### src/rtl/ppu_vram_port.sv
// ppu_vram_port: CPU-side PPUADDR/PPUDATA access port onto the PPU VRAM bus.
// Holds the 14-bit VRAM address v, the PPUADDR write toggle w and the PPUDATA
// read buffer. Each PPUDATA access is sequenced by a small FSM and auto-increments v.
// Optional feature macro: PPU_PLT_RD_BYPASS_EN. When defined, palette reads
// (v >= $3F00) return VRAM data directly and refill the read buffer from the
// nametable mirror at v-$1000. Undefined (default), every read is buffered.
module ppu_vram_port (
    input  logic        i_cpu_clk,
    input  logic        i_cpu_rstn,
    input  logic [2:0]  i_reg_sel,
    input  logic        i_reg_we,
    input  logic        i_reg_re,
    input  logic [7:0]  i_reg_wdata,
    output logic [7:0]  o_reg_rdata,
    output logic        o_rd_valid,
    input  logic        i_inc32,
    input  logic        i_status_rd,
    output logic        o_busy,
    output logic [15:0] o_vram_addr,
    output logic        o_vram_we,
    output logic [7:0]  o_vram_wdata,
    input  logic [7:0]  i_vram_rdata
);

    localparam logic [2:0] SEL_PPUADDR = 3'd6;
    localparam logic [2:0] SEL_PPUDATA = 3'd7;

`ifdef PPU_PLT_RD_BYPASS_EN
    typedef enum logic [2:0] {
        S_IDLE,
        S_WR,
        S_RD,
        S_RDCAP,
        S_PLT_RD,
        S_PLT_CAP
    } state_t;
`else
    typedef enum logic [1:0] {
        S_IDLE,
        S_WR,
        S_RD,
        S_RDCAP
    } state_t;
`endif

    state_t      state;
    logic [13:0] v;
    logic        w;
    logic [7:0]  buffer;
    logic [7:0]  rdata_q;
    logic        rd_valid_q;
    logic [13:0] v_inc;
    logic [13:0] vram_addr_sel;
    logic        addr_wr;
    logic        data_wr;
    logic        data_rd;

`ifdef PPU_PLT_RD_BYPASS_EN
    logic        plt_q;
    logic        is_plt;
    logic        plt_bypass;
`endif

    // Strobe decode; a write wins over a coincident read.
    assign addr_wr = i_reg_we && (i_reg_sel == SEL_PPUADDR);
    assign data_wr = i_reg_we && (i_reg_sel == SEL_PPUDATA);
    assign data_rd = i_reg_re && !i_reg_we && (i_reg_sel == SEL_PPUDATA);

    // Address step taken when an access retires; wraps naturally at 14 bits.
    assign v_inc  = v + (i_inc32 ? 14'd32 : 14'd1);
    assign o_busy = (state != S_IDLE);

`ifdef PPU_PLT_RD_BYPASS_EN
    assign is_plt     = (v[13:8] == 6'h3F);
    assign plt_bypass = (state == S_RDCAP) && plt_q;
    assign o_rd_valid = rd_valid_q | plt_bypass;
    assign o_reg_rdata = plt_bypass ? i_vram_rdata : rdata_q;
`else
    assign o_rd_valid  = rd_valid_q;
    assign o_reg_rdata = rdata_q;
`endif

    // VRAM address select: v normally, the nametable mirror during a buffer refill.
    // NOTE: every variable assigned in always_comb gets a default first, so no path leaves it unassigned and no latch is inferred.
    always_comb begin
        vram_addr_sel = v;
`ifdef PPU_PLT_RD_BYPASS_EN
        if (state == S_PLT_RD) begin
            vram_addr_sel = v - 14'h1000;
        end
`endif
    end

    assign o_vram_addr = {2'b00, vram_addr_sel};

    // Access FSM with registered VRAM strobe, write data, and read response.
    // NOTE: sequential state uses non-blocking (<=) so every register samples pre-edge values, independent of statement order.
    always_ff @(posedge i_cpu_clk or negedge i_cpu_rstn) begin
        if (!i_cpu_rstn) begin
            state        <= S_IDLE;
            v            <= 14'h0000;
            w            <= 1'b0;
            buffer       <= 8'h00;
            rdata_q      <= 8'h00;
            rd_valid_q   <= 1'b0;
            o_vram_we    <= 1'b0;
            o_vram_wdata <= 8'h00;
`ifdef PPU_PLT_RD_BYPASS_EN
            plt_q        <= 1'b0;
`endif
        end else begin
            rd_valid_q <= 1'b0;

            // PPUSTATUS read clears the toggle in any state; a coincident
            // PPUADDR write below still sees the old w and leaves w at 0.
            if (i_status_rd) begin
                w <= 1'b0;
            end

            case (state)
                S_IDLE: begin
                    if (addr_wr) begin
                        if (!w) begin
                            v[13:8] <= i_reg_wdata[5:0];
                            w       <= !i_status_rd;
                        end else begin
                            v[7:0]  <= i_reg_wdata;
                            w       <= 1'b0;
                        end
                    end else if (data_wr) begin
                        o_vram_wdata <= i_reg_wdata;
                        o_vram_we    <= 1'b1;
                        state        <= S_WR;
                    end else if (data_rd) begin
                        state <= S_RD;
`ifdef PPU_PLT_RD_BYPASS_EN
                        plt_q <= is_plt;
                        if (!is_plt) begin
                            rd_valid_q <= 1'b1;
                            rdata_q    <= buffer;
                        end
`else
                        rd_valid_q <= 1'b1;
                        rdata_q    <= buffer;
`endif
                    end
                end

                S_WR: begin
                    o_vram_we <= 1'b0;
                    v         <= v_inc;
                    state     <= S_IDLE;
                end

                S_RD: begin
                    state <= S_RDCAP;
                end

                S_RDCAP: begin
`ifdef PPU_PLT_RD_BYPASS_EN
                    if (plt_q) begin
                        rdata_q <= i_vram_rdata;
                        state   <= S_PLT_RD;
                    end else begin
                        buffer <= i_vram_rdata;
                        v      <= v_inc;
                        state  <= S_IDLE;
                    end
`else
                    buffer <= i_vram_rdata;
                    v      <= v_inc;
                    state  <= S_IDLE;
`endif
                end

`ifdef PPU_PLT_RD_BYPASS_EN
                S_PLT_RD: begin
                    state <= S_PLT_CAP;
                end

                S_PLT_CAP: begin
                    buffer <= i_vram_rdata;
                    v      <= v_inc;
                    plt_q  <= 1'b0;
                    state  <= S_IDLE;
                end
`endif

                default: begin
                    state <= S_IDLE;
                end
            endcase
        end
    end

endmodule

### config.mk
export PLATFORM = sky130hd
export DESIGN_NAME = ppu_vram_port
export DESIGN_NICKNAME = d
export VERILOG_FILES = /design/src/rtl/ppu_vram_port.sv
export SDC_FILE = /design/constraint.sdc
export NUM_CORES = 1
export LEC_CHECK = 0
export CAP_MARGIN = 5
export CORE_UTILIZATION = 35
export DETAILED_ROUTE_END_ITERATION = 6
export GPL_ROUTABILITY_DRIVEN = 0
export GPL_TIMING_DRIVEN = 0
export PLACE_DENSITY = 0.58
export REMOVE_ABC_BUFFERS = 1
export SYNTH_ARGS = -nofsm -noshare
export SYNTH_HDL_FRONTEND = slang
export SYNTH_SLANG_ARGS = --single-unit
### constraint.sdc
create_clock -name i_cpu_clk -period 5.75 [get_ports i_cpu_clk]
set_clock_uncertainty 0.15 [all_clocks]
set_input_delay 1.15 -clock i_cpu_clk [delete_from_list [all_inputs] [get_ports i_cpu_clk]]
set_output_delay 1.15 -clock i_cpu_clk [all_outputs]
set_load 0.02 [all_outputs]
==> results of run 1 <==
==> per-stage QoR <==
| stage | instance area [um2] | power (uW) | cells |
|---|---|---|---|
| floorplan | 2148 | 954.1 | 173 |
| global placement | 2813 | 1261 | 305 |
| detailed placement | 2828 | 1270 | 306 |
| CTS | 2940 | 1515 | 314 |
| global route | 2940 | 1595 | 314 |
| finish | 2940 | 1498 | 314 |
==> metal layers <==
| metal | vias to the layer above | wire length [um] | global-route usage [%] |
|---|---|---|---|
| li1 | 780 | - | - |
| met2 | 28 | 2320 | 23.97 |
| met1 | 785 | 2412 | 23.09 |
| met4 | 0 | 68 | 5.789 |
| met3 | 5 | 143 | 3.444 |
| met5 | - | 0 | 0 |
==> power by group through the flow <==
stage	clock network [uW]	logic [uW]	registers, uW
after floorplan	0	272	682
after global placement	0	678	583
after detailed placement	0	686	584
after CTS	247	687	581
after global routing	260	729	606
final	239	679	580
==> Yosys cell counts (4+ instances only) <==
cell type	instances
sky130_fd_sc_hd__mux2_4	8
sky130_fd_sc_hd__mux2_2	17
sky130_fd_sc_hd__buf_6	4
sky130_fd_sc_hd__xnor2_1	5
sky130_fd_sc_hd__and4_1	5
sky130_fd_sc_hd__nand2_1	11
sky130_fd_sc_hd__mux2i_1	16
sky130_fd_sc_hd__o21ai_0	5
sky130_fd_sc_hd__dfrtp_1	43
sky130_fd_sc_hd__nor2_1	6
sky130_fd_sc_hd__a21oi_1	5
sky130_fd_sc_hd__nand3_1	8
==> area by class of cell <==
cell class	count	area, um2
clock buffers	5	68.82
clock inverters	3	43.79
fillers	584	3085
inverters	3	11.26
multi-input cells	127	1061
flip-flops and latches	43	1076
well taps	75	93.84
repair buffers	58	585.6
==> logic make-up (layout without fill, tap and decap cells) <==
| logic type | count (synthesis) | count (layout) | share of synthesized area, % |
|---|---|---|---|
| simple gates | 50 | 50 | 13.38 |
| mux | 41 | 41 | 21.11 |
| compound gates | 23 | 23 | 7.839 |
| flops | 43 | 43 | 48.15 |
| buf+inv | 13 | 69 | 4.535 |
| fa+ha+maj | 3 | 3 | 1.680 |
| other cells | 1 | 2 | 0.1678 |
| xor+xnor | 8 | 8 | 3.136 |
==> placed cells by master, fill, tap and decap left out, drive strengths merged <==
cell type       n
xor2            3
and4bb          1
dfrtp          43
o21ai           5
conb            2
o311ai          1
buf             2
mux2i          16
inv             3
a211o           1
ha              3
clkinv          2
nor4            2
a21o            1
xnor2           5
o211ai          1
clkbuf          5
a311oi          2
bufinv          1
and3            3
nor3            2
nand4b          2
nand2          11
nor2            7
o31a            2
a31oi           1
clkdlybuf4s50  56
o311a           2
and4            6
a211oi          2
a21oi           5
or2             2
mux2           25
nand4           3
and2            2
nand3           8
and4b           1
==> worst reg2reg max path: stages, from the launching register on <==
cell and delay, ns:
sky130_fd_sc_hd__dfrtp_1 0.81, sky130_fd_sc_hd__or2_4 0.25, sky130_fd_sc_hd__or2_1 0.51, sky130_fd_sc_hd__mux2_4 0.35
==> worst max-delay path by stage <==
stage	startpoint	to
after CTS	state[0]$_DFFE_PN0P_	o_busy
after detailed placement	i_reg_sel[2]	v[1]$_DFFE_PN0P_
after floorplan	i_inc32	v[13]$_DFFE_PN0P_
final	state[0]$_DFFE_PN0P_	o_busy
after global routing	state[0]$_DFFE_PN0P_	o_busy
after global placement	i_cpu_rstn	o_rd_valid$_DFF_PN0_
==> registers in the layout, indices dropped and copies added, names as in the netlist <==
register      flops
o_vram_we         1
buffer            8
o_rd_valid        1
state             2
w                 1
o_reg_rdata       8
v                14
o_vram_wdata      8
==> Implementation_results.wiki, run 1 <==
{| class="wikitable"
! Metric !! Value
|-
| Worst hold path startpoint || buffer[3]$_DFFE_PN0N_
|-
| Ys Warns || 0
|-
| Post-layout util || 48.80%
|-
| Critical path data required time || 4.45 ns
|-
| Type of element capturing the critical path || output port
|-
| Antenna cell count || 0
|-
| Cell chain of the critical path || or2_4 -> clkdlybuf4s50_1
|-
| 1st-iter DRT viols || 65
|-
| Placeable core region || 6026 um2
|-
| Via density per instance || 5.089
|-
| Number of design rule violations left after detail routing || 0
|-
| P&R area growth vs syn || 31.58%
|-
| ANT nets after route || 0
|-
| Count of final max-slew check failures || 0
|-
| DIE AREA || 6708 um2
|-
| Layout net count || between 200 and 300
|-
| Stage delay of the slowest cell on the critical path || approximately 0.81 ns
|-
| Count of clock tree sinks || 43
|-
| Estimated wirelength of the detail-placed design || ~3.5 mm
|-
| Min-Delay Path Depth || 1
|-
| Maximum achievable frequency || 308.0 MHz
|-
| Detail-routed net length per standard cell || between 15 and 20 um
|-
| Post-CTS setup repair buffer count || 0
|-
| R2R Path End || o_vram_wdata[7]$_DFFE_PN0P_
|-
| Global-route wire length before repair || 7.914 mm
|-
| Maximum level of the CTS H-tree || 2
|-
| Proportion of synthesized flip-flops having asynchronous set or reset || 100.0%
|-
| Worst Setup Start Kind || flip-flop
|-
| Final wirelength || around 4.9 mm
|-
| CP bufs+invs || 1
|-
| Skew-Pair Late Insertion Delay || 0.29 ns
|-
| Flop and latch count out of synthesis || 43
|-
| Average instance area after synthesis || 12.28 um2
|-
| Launch point of the worst reg-to-reg path || state[0]$_DFFE_PN0P_
|-
| Hold Slack || 0.3560 ns
|-
| Shortest period the worst path allows || 3.247 ns
|-
| Top cell type's share of synthesized area || 48.15%
|-
| End point of the most critical hold path || buffer[3]$_DFFE_PN0N_
|-
| Overall fraction of global-route tracks in use || between 10% and 20%
|-
| Count of distinct cell types in the synthesized netlist || 42
|-
| Cell internal power dissipation || 940.5 uW
|-
| Standard-cell row count || 28
|-
| Crit path max-delay cell type || sky130_fd_sc_hd__dfrtp_1
|-
| Aggregate negative setup slack || 0 ns
|-
| Die extent in x || 81.91 um
|-
| Depth of the critical timing path with buffers and inverters included || 2
|-
| Initial core utilization || 37.08%
|-
| Switch Pwr || 557.1 uW
|-
| LEAKAGE || 0.001241 uW
|-
| Portion of the clock cycle consumed by the worst path in the final layout || 56.47%
|-
| Cell type contributing the most total cell area after synthesis || sky130_fd_sc_hd__dfrtp_1
|-
| Remaining Overflow, GRT || 0
|-
| Category of the critical setup timing path || reg2out
|-
| Count of mapped cells out of synthesis || 182
|-
| Worst voltage drop across the vdd grid || about 0.00021 V
|-
| Reg-to-reg setup timing slack || 3.56 ns
|-
| Headroom to the max-slew limit || a little over half
|-
| EDFF count, synth || 0
|-
| Setup repair after global routing missed its margin || no
|-
| Proportion of total power due to net switching || 37.20%
|-
| Maximum number of pins on one net before global-route repair || 29
|-
| Max FO, Critical Path || 20
|-
| Delay-heaviest family, CP || flip-flops
|-
| Setup slack of the critical path after layout || 2.503 ns
|-
| Slew at the pin with the worst max-slew slack || 0.7160 ns
|-
| Share of layout cells above drive strength 1 || 17.15%
|-
| Max-capacitance violation count || 0
|-
| Outcome || finished, final reports clean
|-
| Seq/Total Area, Yosys || 48.15%
|-
| Combinational share of power || 45.3%
|-
| Clock slew at reported path FFs || ~0.09 ns
|-
| CTS tree || built
|-
| Relative contribution of sequential cells to total power || 38.7%
|-
| Endpoints failing setup || 0
|-
| Post-placement setup slack || approximately 2.5 ns
|-
| Count of boundary I/O pins || 60
|-
| CP arrival || 1.95 ns
|-
| Cts bufs inserted || 5
|-
| Total power divided by cell area || 509.3 nW/um2
|-
| TritonRoute pass-1 iters || 4
|-
| R2r worst-path depth || 3
|-
| Top FF cell, synth || sky130_fd_sc_hd__dfrtp_1
|-
| Deepest clock path buffer count || 2
|-
| Cell Area, Synth || 2235 um2
|-
| Hold buffer count at CTS || 0
|-
| Vias after detailed routing || 1598
|-
| Part of the power in the clock network || 15.9%
|-
| Number of cells upsized or downsized after cts || 0
|-
| Min-Delay Path Class || reg2reg
|-
| Die Y || 81.91 um
|-
| Initial antenna violation count || 0
|-
| Number of hold violations in the final report || 0
|-
| Buffer cell driving the clock tree root || sky130_fd_sc_hd__clkbuf_8
|-
| Port Buf Inserts || 57
|-
| Most area-consuming cells after synthesis || sky130_fd_sc_hd__dfrtp_1 (48%), sky130_fd_sc_hd__mux2_2 (8.6%), sky130_fd_sc_hd__mux2i_1 (7.2%), sky130_fd_sc_hd__mux2_4 (5.4%), sky130_fd_sc_hd__buf_6 (2.0%)
|-
| Number of global-route vias before repair || 1523
|}
Power figures use the tool's default switching activity.
==> run 2, diff against run 1 <==
clock period = 3.14 ns   (was 5.75 ns; I/O delays follow)
==> results of run 2 <==
Same layout as run 1 (identical final DEF). Status: finished, final reports clean.
Among the figures that moved: setup slack after placement 2.536 ns -> 0.4476 ns; setup slack after layout 2.503 ns -> 0.4149 ns; hold slack 0.3560 ns -> 0.09683 ns; register-to-register setup slack 3.56 ns -> 0.95 ns; total power 1498 uW -> 2742 uW; worst IR drop on VDD 0.0002068 V -> 0.0003788 V
==> patch 1: new RTL, flow settings as in run 1 <==
Put a register stage on the outputs `o_busy` and `o_vram_addr`, without a reset. The values now appear one clock later. The other outputs are not delayed to match.
--- a/src/rtl/ppu_vram_port.sv
+++ b/src/rtl/ppu_vram_port.sv
@@ -68,7 +68,6 @@
 
     // Address step taken when an access retires; wraps naturally at 14 bits.
     assign v_inc  = v + (i_inc32 ? 14'd32 : 14'd1);
-    assign o_busy = (state != S_IDLE);
 
 `ifdef PPU_PLT_RD_BYPASS_EN
     assign is_plt     = (v[13:8] == 6'h3F);
@@ -91,7 +90,10 @@
 `endif
     end
 
-    assign o_vram_addr = {2'b00, vram_addr_sel};
+    always_ff @(posedge i_cpu_clk) begin
+        o_busy      <= (state != S_IDLE);
+        o_vram_addr <= {2'b00, vram_addr_sel};
+    end
 
     // Access FSM with registered VRAM strobe, write data, and read response.
     // NOTE: sequential state uses non-blocking (<=) so every register samples pre-edge values, independent of statement order.
Formal check against the unedited RTL: not equivalent (a bounded check fails within 4 cycles, from zero or initial values and one cycle with i_cpu_rstn low).
==> patch 1 against run 1 <==
- maximum frequency rose by 11%
- cell count rose by 9.2%
- area after synthesis rose by 9.1%
- sequential cell count rose by 15
- total power rose by 22%
- cell area rose by 12%
- routed wire length rose by 6.7%
- worst setup slack improved by 0.32 ns
- sequential share of layout area rose by 5.3 points
- critical endpoint is now v[7]
- largest cell class unchanged
==> patch 1: results <==
group,metric,value,unit
cells_and_area,fillers,614,
cells_and_area,buf_share,17.81,%
synth,ys_seq_area_share,56.44,%
global_route,met1_usage,21.50,%
global_route,met2_usage,22.69,%
place,dp_hpwl,3.590,mm
clock_tree,numClockSinks,58,
power_and_ir_drop,powerClk,450,uW
synth,synthAdderAreaFrac,1.539,%
power_and_ir_drop,p_per_area,556.7,nW/um^2
place,postPlaceCellArea,3055,sq um
power_and_ir_drop,comb-power,644,uW
detailed_routing,drtIter0Drc,125,
power_and_ir_drop,power_leakage,0.001360,uW
outcome,status,"complete, no violations",
global_route,grtUsageMet3,4.475,%
synth,syn_area,2439,sq um
synth,synth_mux_area_share,15.96,%
worst_setup_path,path_max_fanout,8,
cells_and_area,clkCellAreaFrac,7.078,%
detailed_routing,wl_met3,214,microns
synth,synth_xor_area_share,2.514,%
global_route,grt_pass1_wl,8.583,mm
detailed_routing,wl_met1,2.452,mm
timing,slew_headroom,42.31,%
detailed_routing,wl_met2,2.447,mm
synth,synth_compound_area_share,7.799,%
cells_and_area,nNonClkInverters,5,
power_and_ir_drop,power.internal,1216,uW
timing,whs,0.2589,ns
clock_tree,clk_latency,0.34,ns
synth,netlist_top_cells_count,"dfrtp_1 (43), mux2_2 (23), dfxtp_1 (15)",
power_and_ir_drop,ir_worst_vdd,0.2189,mV
patch 1: worst paths after layout:
kind | end | start | depth (start not counted)
setup / recovery | v[7] | i_reg_sel[2] | 5
min in group asynchronous | o_vram_wdata[2] | i_cpu_rstn | 1
max in group asynchronous | v[6] | i_cpu_rstn | 2
setup reg to reg | o_reg_rdata[5] | state[0] | 4
hold / removal | o_vram_addr[0] | v[0] | 0
hold reg to reg | o_vram_addr[0] | v[0] | 0
patch 1: worst max-delay path: stages:
cell	delay, ns
clkdlybuf4s50_1	0.52
and4b_1	0.33
and3_1	0.55
mux2i_1	0.15
a221oi_1	0.31
patch 1: logic make-up after synthesis:
family / after synthesis
DFF: 58
and+or+nand+nor: 51
muxes: 36
AOI/OAI and AO/OA: 27
buffers and inverters: 14
xor gates and xnor gates: 7
adders and majority gates: 3
other: 1
==> patch 2: new RTL, settings of run 1 <==
Without the edit above. Build with the macro `PPU_PLT_RD_BYPASS_EN` defined.
--- a/src/rtl/ppu_vram_port.sv
+++ b/src/rtl/ppu_vram_port.sv
@@ -4,6 +4,8 @@
 // Optional feature macro: PPU_PLT_RD_BYPASS_EN. When defined, palette reads
 // (v >= $3F00) return VRAM data directly and refill the read buffer from the
 // nametable mirror at v-$1000. Undefined (default), every read is buffered.
+`define PPU_PLT_RD_BYPASS_EN
+
 module ppu_vram_port (
     input  logic        i_cpu_clk,
     input  logic        i_cpu_rstn,
Behaviour: not the same (Yosys sat finds a counterexample within 4 cycles, from zero or initial values and one cycle with i_cpu_rstn low).
==> patch 2 against run 1 <==
- register-to-register slack got worse by 0.57 ns
- count of clock-buffer cells in the layout rose by 1
- worst setup slack got worse by 0.74 ns
- area after synthesis up 16%
- total power is 13% higher
- routed wire length up 17%
- cell area up 11%
- sequential cell count up 2
- maximum frequency is 19% lower
==> patch 2: results <==
group,metric,value,unit
detailed_routing,drt-vias-per-instance,5.275,
place,dp_hpwl,4.225,mm
worst_setup_path,r2r-end,"v[13]",
worst_setup_path,path_delay_family,"simple AND/OR/NAND/NOR gates",
synth,netlist_top_cells_count,"dfrtp_1 (45), mux2_2 (41), buf_4 (14), nand2_1 (14), nor2_1 (13)",
synth,async_reset_ff_share,100.0,%
cells_and_area,largest_register_ffs,14,
global_route,grt_pass1_vias,1979,
cells_and_area,fin_nets,311,
detailed_routing,wl_per_cell,15.12,microns
outcome,status,"complete, no violations",
min_path,hold_path_end,"rdata_q[3]",
clock_tree,cts.htree.levels,2,
timing,whs,0.3575,ns
global_route,gr-usage-all-layers,16.47,%
power_and_ir_drop,power.internal,1036,uW
synth,ys_types,55,
cells_and_area,drive_gt1_share,21.55,%
power_and_ir_drop,ir_worst_vdd,0.2207,mV
worst_setup_path,r2r_slack,2.99,ns
min_path,hold_depth,1,
synth,ys_seq_area_share,43.37,%
detailed_routing,dr.pass1.iters,4,
worst_setup_path,slowest_stage,"clkdlybuf4s50_1",
min_path,hp-start,"rdata_q[3]",
power_and_ir_drop,power_leakage,0.001353,uW
global_route,grt_pass1_wl,9.867,mm
clock_tree,clk_latency,0.29,ns
global_route,grt_max_degree,28,
worst_setup_path,critPathMaxStageDelay,0.60,ns
place,pre_cts_slack,2.027,ns
cells_and_area,fillers,706,
detailed_routing,drtIter0Drc,48,
place,postPlaceCellArea,3156,sq um
clock_tree,clockRootBuffer,"clkbuf_8",
worst_setup_path,r2r_cells,4,
worst_setup_path,r2r_start,"state[0]",
synth,ys.flop_type,"dfrtp_1",
cells_and_area,diodes,0,
worst_setup_path,crit_arrival,2.69,ns
global_route,antenna_found_initial,0,
cells_and_area,seqCellArea,1126,sq um
synth,synthTopCellsByArea,"dfrtp_1 (43%), mux2_2 (18%), buf_4 (4.0%)",
worst_setup_path,path_max_fanout,15,
timing,tightest_slew,1.124,ns
worst_setup_path,startpoint,"state[2]",
min_path,hp-class,"flip-flop to flip-flop",
synth,synth_warnings,0,
clock_tree,cts_setup_buffers,0,
## patch 2: logic make-up after synthesis
logic type / after synthesis / share of synthesized area (%)
AO/OA/AOI/OAI: 50 / 14.70
XOR/XNOR: 2 / 0.6748
adder cells (fa/ha/maj): 4 / 1.928
buffers and inverters: 30 / 6.939
flip-flops: 45 / 43.37
multiplexers: 46 / 19.95
other: 1 / 0.1444
AND/OR/NAND/NOR: 61 / 12.29
## patch 2: worst max-delay path by stage
| stage | end | slack, ns | depth (start not counted) |
|---|---|---|---|
| 4_1_cts | o_reg_rdata[2] | 1.72 | 5 |
| 5_1_grt | o_reg_rdata[3] | 1.58 | 5 |
| 3_5_place_dp | o_reg_rdata[7] | 2.03 | 3 |
| 6_report | o_reg_rdata[2] | 1.76 | 5 |
| 3_3_place_gp | rdata_q[0] | 2.00 | 1 |
| 2_1_floorplan | o_reg_rdata[0] | 2.91 | 4 |
## patch 2: per-stage QoR
stage                     instances  power [uW]
after floorplan                 217        1093
after global placement          373        1427
after detailed placement        374        1441
after CTS                       382        1700
after global routing            382        1809
final                           382        1685
## patch 2: layout make-up
type / instances / area share (%)
multi-input combinational: 165 / 39.50
sequential: 45 / 34.38
clock buffer: 6 / 2.521
timing repair buffer: 58 / 17.88
clock inverter: 2 / 1.146
inverter: 7 / 0.8021
tap: 99 / 3.782
## patch 2: routing by layer
| layer | GRT usage (%) | vias to the layer above | share of wire [%] |
|---|---|---|---|
| met3 | 4.430 | 2 | 4.3 |
| met4 | 2.199 | 0 | 0.16 |
| met2 | 27.63 | 49 | 47 |
| met5 | 0 | - | 0 |
| met1 | 21.91 | 1000 | 48 |
| li1 | - | 964 | - |
## patch 2: power groups by stage
stage                     clock network (uW)  logic, uW  registers (uW)
after detailed placement                   0        850             591
after global routing                     273        923             613
after floorplan                            0        443             651
after CTS                                261        854             585
final                                    251        846             588
after global placement                     0        841             587
